$ cat src/rtl/prog_timer_n.sv
// Multi-channel programmable clock divider with per-channel output shaping.
// Channels are loaded over a narrow write bus: a control word, then NB count beats.
module prog_timer_n #(
  parameter int unsigned NCH     = 4,
  parameter int unsigned CW      = 8,
  parameter int unsigned DW      = 4,
  parameter int unsigned MIN_CNT = 2,
  parameter int unsigned MAX_CNT = 2**CW - 1,
  localparam int unsigned AW     = $clog2(NCH) + 1
) (
  input  logic           clk,
  input  logic           rst,
  input  logic           we,
  input  logic [AW-1:0]  a,
  input  logic [DW-1:0]  d,
  input  logic [NCH-1:0] g,
  output logic [NCH-1:0] out,
  output logic           busy,
  output logic           err
);

  localparam int unsigned NB  = CW / DW;
  localparam int unsigned BW  = (NB > 1) ? $clog2(NB) : 1;
  localparam int unsigned CHW = (AW > 1) ? AW - 1 : 1;

  typedef enum logic {IDLE = 1'b0, LOAD = 1'b1} state_t;

  state_t         state, state_n;
  logic [BW-1:0]  beat, beat_n;
  logic [CHW-1:0] sel, sel_n;
  logic [2:0]     mode_s, mode_s_n;
  logic [CW-1:0]  shadow, shadow_n;
  logic           commit, err_n;

  logic [CHW-1:0] a_ch;
  logic           last_beat;
  logic [CW-1:0]  n_new;
  logic [CW:0]    n_ext;
  logic           range_ok, par_ok, n_ok;

  // Channel index field with the control/beat select bit masked off.
  assign a_ch      = CHW'(a & ~(AW'(1) << (AW - 1)));
  assign last_beat = (beat == BW'(NB - 1));
  assign n_new     = CW'({shadow, d});
  assign n_ext     = {1'b0, n_new};

  // Count validation against range and mode parity rules.
  always_comb begin
    range_ok = (n_ext >= (CW+1)'(MIN_CNT)) && (n_ext <= (CW+1)'(MAX_CNT));
    par_ok   = 1'b0;
    case (mode_s)
      3'd0, 3'd1, 3'd5: par_ok = 1'b1;
      3'd2:             par_ok = ~n_new[0];
      3'd3, 3'd4:       par_ok = n_new[0];
      default:          par_ok = 1'b0;
    endcase
    n_ok = range_ok && par_ok;
  end

  always_ff @(posedge clk or posedge rst) begin
    if (rst) begin
      state  <= IDLE;
      beat   <= '0;
      sel    <= '0;
      mode_s <= '0;
      shadow <= '0;
      busy   <= 1'b0;
      err    <= 1'b0;
    end else begin
      state  <= state_n;
      beat   <= beat_n;
      sel    <= sel_n;
      mode_s <= mode_s_n;
      shadow <= shadow_n;
      busy   <= (state_n == LOAD);
      err    <= err_n;
    end
  end

  always_comb begin
    state_n  = state;
    beat_n   = beat;
    sel_n    = sel;
    mode_s_n = mode_s;
    shadow_n = shadow;
    commit   = 1'b0;
    err_n    = 1'b0;
    case (state)
      IDLE: begin
        if (we && a[AW-1]) begin
          sel_n    = a_ch;
          mode_s_n = d[2:0];
          beat_n   = '0;
          shadow_n = '0;
          state_n  = LOAD;
        end
      end
      LOAD: begin
        if (we) begin
          if (a == AW'(sel)) begin
            shadow_n = n_new;
            if (last_beat) begin
              state_n = IDLE;
              commit  = n_ok;
              err_n   = ~n_ok;
            end else begin
              beat_n = beat + 1'b1;
            end
          end else begin
            // Any foreign address, including another control write, aborts.
            state_n = IDLE;
            err_n   = 1'b1;
          end
        end
      end
      default: state_n = IDLE;
    endcase
  end

  for (genvar i = 0; i < NCH; i++) begin : g_ch
    logic [CW-1:0] cnt_q, max_r;
    logic [2:0]    mode_r;
    logic          cfg_r, gq_r, hit, dec, o;
    logic [CW:0]   c, m;

    assign hit = commit && (sel == CHW'(i));
    assign c   = {1'b0, cnt_q};
    assign m   = {1'b0, max_r};

    always_ff @(posedge clk or posedge rst) begin
      if (rst) begin
        cnt_q  <= '0;
        max_r  <= '0;
        mode_r <= '0;
        cfg_r  <= 1'b0;
        gq_r   <= 1'b0;
      end else begin
        gq_r <= g[i];
        if (hit) begin
          max_r  <= n_new;
          mode_r <= mode_s;
          cfg_r  <= 1'b1;
          cnt_q  <= (mode_s == 3'd5) ? '0 : n_new;
        end else if (cfg_r) begin
          if (mode_r == 3'd5) begin
            if (g[i] && !gq_r)    cnt_q <= max_r;
            else if (cnt_q != '0) cnt_q <= cnt_q - 1'b1;
          end else if (g[i]) begin
            cnt_q <= (cnt_q == CW'(1)) ? max_r : cnt_q - 1'b1;
          end
        end
      end
    end

    // Output shaping decode, evaluated one bit wider than the counter.
    always_comb begin
      dec = 1'b0;
      o   = 1'b0;
      case (mode_r)
        3'd0:    dec = (c == m);
        3'd1:    dec = (c != m);
        3'd2:    dec = (c <= (m >> 1));
        3'd3:    dec = (c > ((m + 1'b1) >> 1));
        3'd4:    dec = (c <= ((m - 1'b1) >> 1));
        default: dec = 1'b0;
      endcase
      if (mode_r == 3'd5) o = cfg_r && (c != '0);
      else                o = dec && g[i] && cfg_r;
    end

    assign out[i] = o;
  end

endmodule

$ cat config.mk
export PLATFORM = sky130hd
export DESIGN_NAME = prog_timer_n
export DESIGN_NICKNAME = d
export VERILOG_FILES = /design/src/rtl/prog_timer_n.sv
export SDC_FILE = /design/constraint.sdc
export NUM_CORES = 1
export LEC_CHECK = 0
export ABC_AREA = 1
export BUFFER_PORTS_ARGS = -buffer_cell sky130_fd_sc_hd__buf_2
export CELL_PAD_IN_SITES_DETAIL_PLACEMENT = 1
export CELL_PAD_IN_SITES_GLOBAL_PLACEMENT = 2
export CORE_ASPECT_RATIO = 2
export CORE_UTILIZATION = 34
export CTS_CLUSTER_SIZE = 30
export DETAILED_ROUTE_END_ITERATION = 16
export HOLD_SLACK_MARGIN = 0.03
export PLACE_DENSITY = 0.82
export SLEW_MARGIN = 5
export SYNTH_ARGS = -nofsm -noshare
export SYNTH_HDL_FRONTEND = slang
export SYNTH_SLANG_ARGS = --single-unit
$ cat constraint.sdc
create_clock -name clk -period 2.76 [get_ports clk]
set_clock_uncertainty 0.15 [all_clocks]
set_input_delay 0.138 -clock clk [delete_from_list [all_inputs] [get_ports clk]]
set_output_delay 0.138 -clock clk [all_outputs]
set_load 0.005 [all_outputs]
Yosys cells after proc, flatten, opt, wreduce, memory -nomap -nowiden --
Cells that the tools add are included.
Cells by class: add/sub/neg operators 13, magnitude comparators 14, eq/ne operators 48, muxes and demuxes 60, bitwise logic cells 3, reduce and logical (&&, ||, !) cells 57
Operator list (number):
- $mux W8 | 29
- $add A8 B1 Y9 const B | 4
- $reduce_bool A9 Y1 | 4
- $sub A8 B1 Y9 const B | 4
- $eq A8 B1 Y1 const B | 4
- $eq A8 B8 Y1 | 4
- $gt A8 B8 Y1 | 4
- $le A8 B7 Y1 | 4
- $le A8 B8 Y1 | 4
- $ne A8 B8 Y1 | 4
- $reduce_bool A8 Y1 | 4
- $sub A8 B1 Y8 const B | 4
- $eq A3 B2 Y1 const B | 10
- $eq A3 B3 Y1 const B | 10
- $logic_and A1 B1 Y1 | 23
- $mux W1 | 20
- $pmux W1 S5 | 4
- $eq A3 B1 Y1 const B | 5
- $logic_not A3 Y1 | 5
- $reduce_and A3 Y1 | 5
- $mux W4 | 3
- $ne A4 B2 Y1 const B | 3
- $reduce_bool A3 Y1 | 4
- $ge A8 B2 Y1 const B | 1
- 18 further kinds | 29
Word-level totals: register bits 96, bits of input ports 14, output and inout bits 6, logic and storage cells 221

Longest topological paths before layout --
Gate-level depths: netlist of the first run.
word-level depth 11, depth in mapped cells 20, mapped depth without buffers 19

Worst setup path after synthesis of the first run --
Ideal clock, no wire load.
path kind reg-to-output, from register g_ch[2].max_r[2], to output out[2], arrival time 2253 ps, data required time 2472 ps, setup slack 219 ps, cell stages (with the launch flop) 18, path buffers 2, path through dfrtp_1 buf_2 inv_1 nor3_1 nand3_1 nor3_1 xor2_1 ha_1 nand2_1 nor2_1 nand3_1 nand4_1 a21oi_1 nor2_1 nand2_1 nand2_1 a21oi_1 buf_4
Between the ends: cells in the longest elaborated chain, start to end 6, elaborated cells on any way between the ends 11, those cells by class add/sub: 2; order compare: 3; eq/ne: 2; mux: 2; reduce/logical: 2
RTL lines:
- start: declaration | line 121 | logic [CW-1:0] cnt_q, max_r;
- start signal: assignment | line 140 | max_r <= n_new;
- $sub A8 B1 Y9 / $add A8 B1 Y9 (equally long branches) | line 164, 163
- $le A8 B8 Y1 / $gt A8 B8 Y1 (equally long branches) | line 164, 163
- $pmux W1 S5 * | line 159 | case (mode_r)
- $logic_and A1 B1 Y1 * (2 in a row) | line 168 | else o = dec && g[i] && cfg_r;
- $mux W1 * | line 167 | if (mode_r == 3'd5) o = cfg_r && (c != '0);
- end: declaration | line 17 | output logic [NCH-1:0] out,
Mark *: on every way between the ends. The rest lies on a longest branch, timed or not.

Worst setup path in the final report of the first run --
from register g_ch[3].max_r[1], to output out[3]
Between the ends: cells in the longest elaborated chain, start to end 6, elaborated cells on any way between the ends 11, those cells by class add/sub: 2; order compare: 3; eq/ne: 2; mux: 2; reduce/logical: 2
RTL lines (line):
- start: declaration | 121
- start signal: assignment | 140
- $sub A8 B1 Y9 / $add A8 B1 Y9 (equally long branches) | 164, 163
- $le A8 B8 Y1 / $gt A8 B8 Y1 (equally long branches) | 164, 163
- $pmux W1 S5 * | 159
- $logic_and A1 B1 Y1 * (2 in a row) | 168
- $mux W1 * | 167
Marks and branches as above.

==> results of run 1 <==
-- repair_timing --
item	4_1_cts	5_1_grt
gates resized for setup	87	36
setup buffers	15	10
setup endpoints to repair	4	4
hold endpoints to repair	36	0
pin swaps	61	43
hold buffers	11	0
-- routing by layer --
layer	share of wire (%)	GRT usage, %
met1	36	23.6
met2	57	48.0
met3	1.4	1.72
met4	5.2	12.7
met5	0	0
-- cell families (layout without fill, tap and decap cells) --
family / Yosys count / count (layout) / synth area share (%)
simple gates: 629 / 629 / 30.3
fa+ha+maj: 108 / 108 / 14.7
compound gates: 193 / 193 / 11.9
flops: 96 / 96 / 26.0
buf+inv: 208 / 320 / 9.27
xor+xnor: 83 / 83 / 7.88
-- state kept, by name (all words and copies together) (netlist names) --
signal and cells:
g_ch.mode_r 12, g_ch.max_r 32, sel 2, g_ch.cnt_q 32, err 1, g_ch.cfg_r 4, mode_s 3, g_ch.gq_r 4
beat 1, shadow 4, state 1
-- through the flow --
step | setup TNS, ps | utilization (%) | hold WS (ps) | std cells
floorplan | 0 | - | 19.4 | 1317
global placement | -34.8 | 38.5 | 112 | 1723
detailed placement | -245 | 38.5 | 114 | 1723
CTS | -1120 | 41.9 | 137 | 1763
global route | -1680 | 42.8 | 161 | 1773
finish | -938 | 42.8 | 141 | 1773
-- power breakdown --
part	leakage (nW)	switching [mW]	internal, mW	total, mW
Combinational	4.07	2.84	1.97	4.81
Clock	0.157	0.605	0.827	1.43
Sequential	1.25	0.611	1.68	2.29
Total	5.48	4.06	4.47	8.53
-- area by class of cell --
class	count	area [um^2]	area share, %
sequential	96	2400	21.2
clock inverter	5	85.1	0.751
clock buffer	11	243	2.14
multi-input combinational	1013	6450	56.9
inverter	157	601	5.30
tap	344	430	3.80
timing repair buffer	147	1120	9.88
-- final timing paths --
kind | from | endpoint | slack [ps] | depth (start not counted)
worst max-delay path | g_ch[3].max_r[1]$_DFFE_PP0P_ | out[3] | -290 | 18
worst min-delay path | a[2] | shadow[3]$_DFFE_PP0P_ | 140 | 6
worst max register to register | g_ch[3].cnt_q[0]$_DFFE_PP0P_ | g_ch[3].cnt_q[7]$_DFFE_PP0P_ | 400 | 8
worst min register to register | g_ch[0].cfg_r$_DFFE_PP0N_ | g_ch[0].cfg_r$_DFFE_PP0N_ | 330 | 2
max in group asynchronous | rst | g_ch[1].gq_r$_DFF_PP0_ | 1510 | 4
min in group asynchronous | rst | g_ch[2].mode_r[2]$_DFFE_PP0P_ | 260 | 3
-- critical path, stage by stage (launching register included) --
cell and delay (ps):
sky130_fd_sc_hd__dfrtp_1 410, sky130_fd_sc_hd__inv_2 140, sky130_fd_sc_hd__nand3_2 110, sky130_fd_sc_hd__nor2_2 140
sky130_fd_sc_hd__nand2_2 80, sky130_fd_sc_hd__nor3_2 200, sky130_fd_sc_hd__xor2_1 180, sky130_fd_sc_hd__ha_1 260
sky130_fd_sc_hd__nand2_2 80, sky130_fd_sc_hd__o21a_1 130, sky130_fd_sc_hd__nand2_1 50, sky130_fd_sc_hd__nand2_1 80
sky130_fd_sc_hd__nand2_1 70, sky130_fd_sc_hd__nand2_1 60, sky130_fd_sc_hd__nand2_1 60, sky130_fd_sc_hd__nor2_1 80
sky130_fd_sc_hd__nor2_1 40, sky130_fd_sc_hd__nor2_1 100, sky130_fd_sc_hd__buf_2 120
-- layout by cell type (no fill, tap or decap), types with 5 or more instances in the layout --
cell type,Yosys,routed
sky130_fd_sc_hd__nand2_2,1,10
sky130_fd_sc_hd__nor2_4,1,10
sky130_fd_sc_hd__a21oi_2,3,9
sky130_fd_sc_hd__nand3_2,0,6
sky130_fd_sc_hd__o21ai_0,56,54
sky130_fd_sc_hd__o21ai_1,36,38
sky130_fd_sc_hd__o221ai_1,5,5
sky130_fd_sc_hd__nand4_1,50,50
sky130_fd_sc_hd__xor2_1,52,52
sky130_fd_sc_hd__nand3_1,142,127
sky130_fd_sc_hd__a21oi_1,57,51
sky130_fd_sc_hd__clkbuf_16,0,9
sky130_fd_sc_hd__nor3_2,2,10
sky130_fd_sc_hd__o21bai_1,6,6
sky130_fd_sc_hd__dfrtp_1,96,94
sky130_fd_sc_hd__nor2_2,4,11
sky130_fd_sc_hd__inv_2,4,14
sky130_fd_sc_hd__inv_1,151,137
sky130_fd_sc_hd__o21a_1,9,9
sky130_fd_sc_hd__ha_1,108,98
sky130_fd_sc_hd__nor3_1,26,12
sky130_fd_sc_hd__ha_4,0,8
sky130_fd_sc_hd__dlygate4sd3_1,0,11
sky130_fd_sc_hd__xnor2_1,31,31
sky130_fd_sc_hd__buf_4,4,112
sky130_fd_sc_hd__nor2_1,100,84
sky130_fd_sc_hd__nor3_4,0,6
sky130_fd_sc_hd__o21ai_2,8,8
sky130_fd_sc_hd__nand2_1,292,283
sky130_fd_sc_hd__buf_2,17,19
sky130_fd_sc_hd__nand3_4,0,9
==> run summary, run 1 <==
## Synthesis
- async set-or-reset flop fraction in the synthesized netlist: 100%
- count of warnings emitted by yosys: 0
- total nets after synthesis: 1439
- number of instances in the synthesized netlist: 1317
- Synth cell types: 40
- register bit count reported by yosys: 96
- top cells by area, synth: sky130_fd_sc_hd__dfrtp_1 26%, sky130_fd_sc_hd__ha_1 15%, sky130_fd_sc_hd__nand2_1 12%, sky130_fd_sc_hd__nand3_1 7.7%, sky130_fd_sc_hd__inv_1 6.1%
- top cell types by occurrence after synthesis: 292 x sky130_fd_sc_hd__nand2_1, 151 x sky130_fd_sc_hd__inv_1, 142 x sky130_fd_sc_hd__nand3_1, 108 x sky130_fd_sc_hd__ha_1, 100 x sky130_fd_sc_hd__nor2_1
- sequential-to-total area share from yosys stat: 26.0%
- average cell area after synthesis: 7.00 um^2
- Yosys top cell area share: 26.0%
- most common cell in the synthesized netlist: sky130_fd_sc_hd__nand2_1
- primary flip-flop cell chosen by synthesis mapping: sky130_fd_sc_hd__dfrtp_1
- Mapped Area: 9220 um^2
- EDFF count, synth: 0
- Synth area leader: sky130_fd_sc_hd__dfrtp_1

## Clock tree
- TritonCTS clock tree: built
- Longest Clk Path Bufs: 2
- total number of H-tree levels: 3
- Num Clock Sinks: 96
- Root Driver: sky130_fd_sc_hd__clkbuf_16
- number of buffers created by CTS: 9
- source-to-sink clock delay at the later pin of the worst-skew pair: 360 ps
- clock edge transition at the registers on the reported setup and hold paths: 70 ps

## Die
- width of the die: 118 um
- Total Die Area: 27800 um^2
- initial cell density of the core: 34.8%
- core area: 26500 um^2
- number of top-level design ports: 20
- num rows: 84
- Die Height: 235 um

## Power
- maximum VDD drop: 0.303 mV
- Power Total: 8.53 mW
- leakage power figure: 5.48 nW
- power density over the cells: 753 nW/um^2

## Drt
- Pre-Repair DR Iteration Count: 4
- number of design-rule violations left by the first detailed-router iteration: 313
- remaining routing DRC violations: 0
- aggregate routed wire length: 32.5 mm
- number of nets still failing antenna checks after routing: 0
- routed via count divided by cell count: 5.28
- number of vias after detailed routing: 9354
- detail-routed net length per standard cell: 18.3 um

## Run status
- result of the run: complete, but fails checks
- violations in the final reports: negative setup slack

## STA
- RSZ-0062 raised after global routing: true
- share of the cycle needed by the critical path after routing: 110%
- worst-margin pin slew: 666 ps
- Tmin final: 3050 ps
- setup slack of the critical path after layout: -289 ps
- number of setup violations in the final report: 4
- final number of max-transition violations: 0
- relative max-transition margin: 55.5%
- max frequency: 328 MHz
- number of hold-slack violations in the final timing report: 0

## Placement
- Post-Place Worst Slack: -116 ps
- dpl cell area: 10200 um^2
- detailed-placement wirelength estimate: 25.3 mm
- final weighted congestion of routability-driven global placement: 0.923
- Buffers on Ports: 19

## Worst hold path
- worst min-delay path class: input port to flip-flop

## Critical path
- type of element launching the critical path: flip-flop
- largest fanout of any net on the critical path: 4
- CP endpoint kind: primary output
- required time reported for the critical path endpoint: 2470 ps
- classification of the worst setup path: flip-flop to primary output
- arrival time worst endpoint: 2760 ps

## Layout
- total number of nets in the final design: 1546
- antenna fix cells: 0
- total non-filler cell area in the finished layout: 11300 um^2
- Fillers: 3403
- synthesis-to-layout area growth: 22.9%
- share of post-route cells with drive strength above 1: 18.8%

## Global routing
- antenna violations before repair: 0
- largest net degree at the start of global routing: 42
- number of global-route vias before repair: 9781
- global-route wire length before repair: 51.8 mm
- Tot GR Track Use: 23.9%
- total grt overflow: 0

## Flow run
- Max-Cap Viols: 0

No activity file was read; power rests on OpenSTA's default activity.
==> run 2, diff against run 1 <==
--- a/config.mk
+++ b/config.mk
@@ -14,7 +14,7 @@
 export CTS_CLUSTER_SIZE = 30
 export DETAILED_ROUTE_END_ITERATION = 16
 export HOLD_SLACK_MARGIN = 0.03
-export PLACE_DENSITY = 0.82
+export PLACE_DENSITY_LB_ADDON = 0.1
 export SLEW_MARGIN = 5
 export SYNTH_ARGS = -nofsm -noshare
 export SYNTH_HDL_FRONTEND = slang
==> run 2 against run 1 <==
  * The run still ends with negative setup slack left
  * Hold slack better by 27 ps
  * Sequential cell count is the same
  * Critical path type unchanged
  * Wire length rose by 0.69%
  * Critical endpoint unchanged
==> run summary, run 2 (synthesized netlist as in run 1, its figures left out) <==
## Clock tree
- TritonCTS clock tree: built, unchanged
- Longest Clk Path Bufs: 2, unchanged
- clock edge transition at the registers on the reported setup and hold paths: 70 ps, about the same
- Root Driver: sky130_fd_sc_hd__clkbuf_16, unchanged
- number of buffers created by CTS: 9, unchanged
- total number of H-tree levels: 3, unchanged
- source-to-sink clock delay at the later pin of the worst-skew pair: 360 ps, about the same
- Num Clock Sinks: 96, unchanged

## Layout
- Sequential Area: 2410 um^2, was 2400 um^2
- antenna fix cells: 0, unchanged
- non-filler instance count after layout: 1782, was 1773
- total non-filler cell area in the finished layout: 11400 um^2, was 11300 um^2
- total number of nets in the final design: 1558, was 1546
- share of post-route cells with drive strength above 1: 20.0%, was 18.8%
- top library cells by usage in the layout, fill and taps aside: 279 x sky130_fd_sc_hd__nand2_1, 136 x sky130_fd_sc_hd__inv_1, 127 x sky130_fd_sc_hd__nand3_1, was 283 x sky130_fd_sc_hd__nand2_1, 137 x sky130_fd_sc_hd__inv_1, 127 x sky130_fd_sc_hd__nand3_1
- area used by multi-input combinational logic: 6500 um^2, was 6450 um^2
- synthesis-to-layout area growth: 23.6%, was 22.9%
- Fillers: 3384, was 3403
- most frequent standard cell in the layout excluding fill and tap cells: sky130_fd_sc_hd__nand2_1, unchanged
- largest registers: g_ch.cnt_q (32), g_ch.max_r (32), g_ch.mode_r (12), unchanged

## STA
- setup slack of the critical path after layout: -273 ps, was -289 ps
- share of the cycle needed by the critical path after routing: 110%, about the same
- number of setup violations in the final report: 4, unchanged
- Tmin final: 3030 ps, was 3050 ps
- RSZ-0062 raised after global routing: true, unchanged
- relative max-transition margin: 44.2%, was 55.5%
- max frequency: 330 MHz, was 328 MHz
- hold slack final: 167 ps, was 141 ps
- final number of max-transition violations: 0, unchanged
- number of hold-slack violations in the final timing report: 0, unchanged
- worst-margin pin slew: 830 ps, was 666 ps

## Worst hold path
- worst min-delay path class: input port to flip-flop, unchanged

## Die
- width of the die: 118 um, unchanged
- num rows: 84, unchanged
- initial cell density of the core: 34.8%, unchanged
- number of top-level design ports: 20, unchanged
- Die Height: 235 um, unchanged
- Total Die Area: 27800 um^2, unchanged
- core area: 26500 um^2, unchanged

## Critical path
- required time reported for the critical path endpoint: 2470 ps, about the same
- Cell Chain, Critical Path: inv_2, buf_6, nand3_4, nor2_4, nand2_4, nor3_4, xor2_1, ha_1, nand2_2, o21a_1, nand2_1, nand2_2, nand2_1, nand2_1, nand2_1, nor2_1, nor2_1, nor2_1, buf_2, was inv_2, nand3_2, nor2_2, nand2_2, nor3_2, xor2_1, ha_1, nand2_2, o21a_1, nand2_1, nand2_1, nand2_1, nand2_1, nand2_1, nor2_1, nor2_1, nor2_1, buf_2
- classification of the worst setup path: flip-flop to primary output, unchanged
- number of cell instances on the worst register-to-register path: 9, was 8
- setup slack of the most critical reg-to-reg path: 350 ps, was 400 ps
- r2r startpoint: g_ch[2].cnt_q[1]$_DFFE_PP0P_, was g_ch[3].cnt_q[0]$_DFFE_PP0P_
- worst reg2reg path endpoint: g_ch[2].cnt_q[1]$_DFFE_PP0P_, was g_ch[3].cnt_q[7]$_DFFE_PP0P_
- CP endpoint kind: primary output, unchanged
- worst setup path start: g_ch[3].max_r[2]$_DFFE_PP0P_, was g_ch[3].max_r[1]$_DFFE_PP0P_
- Worst path slowest cell: sky130_fd_sc_hd__dfrtp_1, unchanged
- arrival time worst endpoint: 2750 ps, was 2760 ps
- CP top delay family: simple AND/OR/NAND/NOR gates, unchanged
- CP Depth: 19, was 18
- type of element launching the critical path: flip-flop, unchanged
- Largest stage delay, worst path: 390 ps, was 410 ps
- endpoint of the worst setup timing path: out[3], unchanged
- largest fanout of any net on the critical path: 3, was 4
- Crit path top cell by count: sky130_fd_sc_hd__nand2_1, unchanged
- Crit path buffers/inverters: 3, was 2

## Global routing
- Tot GR Track Use: 23.8%, was 23.9%
- antenna violations before repair: 0, unchanged
- global-route wire length before repair: 51.2 mm, was 51.8 mm
- total grt overflow: 0, unchanged
- largest net degree at the start of global routing: 50, was 42
- number of global-route vias before repair: 9546, was 9781

## Drt
- routed via count divided by cell count: 5.17, was 5.28
- Pre-Repair DR Iteration Count: 4, unchanged
- remaining routing DRC violations: 0, unchanged
- aggregate routed wire length: 32.7 mm, was 32.5 mm
- detail-routed net length per standard cell: 18.4 um, was 18.3 um
- met1 WL: 12.0 mm, was 11.8 mm
- total met2 wirelength after detailed routing: 19.2 mm, was 18.5 mm
- number of vias after detailed routing: 9214, was 9354
- routed length on met3: 308 um, was 471 um
- highest signal layer in the routed design: met4, unchanged
- number of nets still failing antenna checks after routing: 0, unchanged
- number of design-rule violations left by the first detailed-router iteration: 298, was 313

## Power
- leakage power figure: 5.50 nW, was 5.48 nW
- maximum VDD drop: 0.346 mV, was 0.303 mV
- power density over the cells: 727 nW/um^2, was 753 nW/um^2

## Placement
- detailed-placement wirelength estimate: 25.9 mm, was 25.3 mm
- Buffers on Ports: 19, unchanged
- DP Cell Count: 1728, was 1723
- final weighted congestion of routability-driven global placement: 0.845, was 0.923
- dpl cell area: 10200 um^2, about the same
- Post-Place Worst Slack: -190 ps, was -116 ps

## Flow run
- Max-Cap Viols: 0, unchanged

## Run status
- result of the run: complete, but fails checks, unchanged
- violations in the final reports: negative setup slack, unchanged

-- run 2: changes by cell type in the layout (fill, tap and decap cells not counted), sizes merged --
cell / delta
buf: +12
bufinv: -2
clkbuf: +1
inv: -2
-- run 2: cell type report --
| class | instances | area share [%] |
|---|---|---|
| Inverter | 157 | 5.29 |
| Clock inverter | 1 | 0.0659 |
| Clock buffer | 12 | 2.07 |
| Tap cell | 344 | 3.78 |
| Multi-Input combinational cell | 1013 | 57.0 |
| Sequential cell | 96 | 21.1 |
| Timing Repair Buffer | 159 | 10.6 |
-- run 2: power breakdown --
group / switching (mW) / total, mW / internal, mW
logic: 2.82 / 4.83 / 2.01
registers: 0.642 / 2.32 / 1.68
clock network: 0.539 / 1.14 / 0.598
total: 4.00 / 8.29 / 4.28
-- run 2: worst min path at each step --
stage               cells after the start  slack (ps)  start                           end
floorplan                               0          20   g[0]        g_ch[0].gq_r$_DFF_PP0_
global placement                        1         110   g[2]        g_ch[2].gq_r$_DFF_PP0_
detailed placement                      1         110   g[2]        g_ch[2].gq_r$_DFF_PP0_
CTS                                     6         160   a[2]         mode_s[1]$_DFFE_PP0P_
global route                            4         170   d[3]  g_ch[0].max_r[3]$_DFFE_PP0N_
finish                                  6         170   a[2]         shadow[3]$_DFFE_PP0P_
-- run 2: worst reg2reg max path, delay by kind of cell (launching register included) --
family | cells | cell delay [ps]
and+or+nand+nor | 5 | 950
adders and majority gates | 1 | 210
DFF | 1 | 510
AOI/OAI and AO/OA | 1 | 100
buffers and inverters | 2 | 370
-- run 2: timing repair --
action | in CTS | in global routing
endpoints found under the hold margin | 42 | 0
cloned | 0 | 0
setup endpoints to repair | 4 | 5
pin swaps | 33 | 60
gates resized for setup | 69 | 72
hold buffers | 11 | 0
buffers inserted | 13 | 18
-- run 2: routing by layer --
layer / up-vias / global-route usage, %
li1: 4613 / -
met1: 4471 / 23.5
met2: 77 / 49.5
met3: 53 / 1.26
met4: 0 / 10.1
met5: - / 0
-- run 2: per-stage QoR --
step	util, %	setup TNS, ps	power (mW)
detailed placement	38.7	-323	6.86
finish	43.0	-779	8.29
global route	43.0	-1570	9.12
CTS	41.4	-1080	8.21
floorplan	-	0	5.30
global placement	38.7	-178	6.74
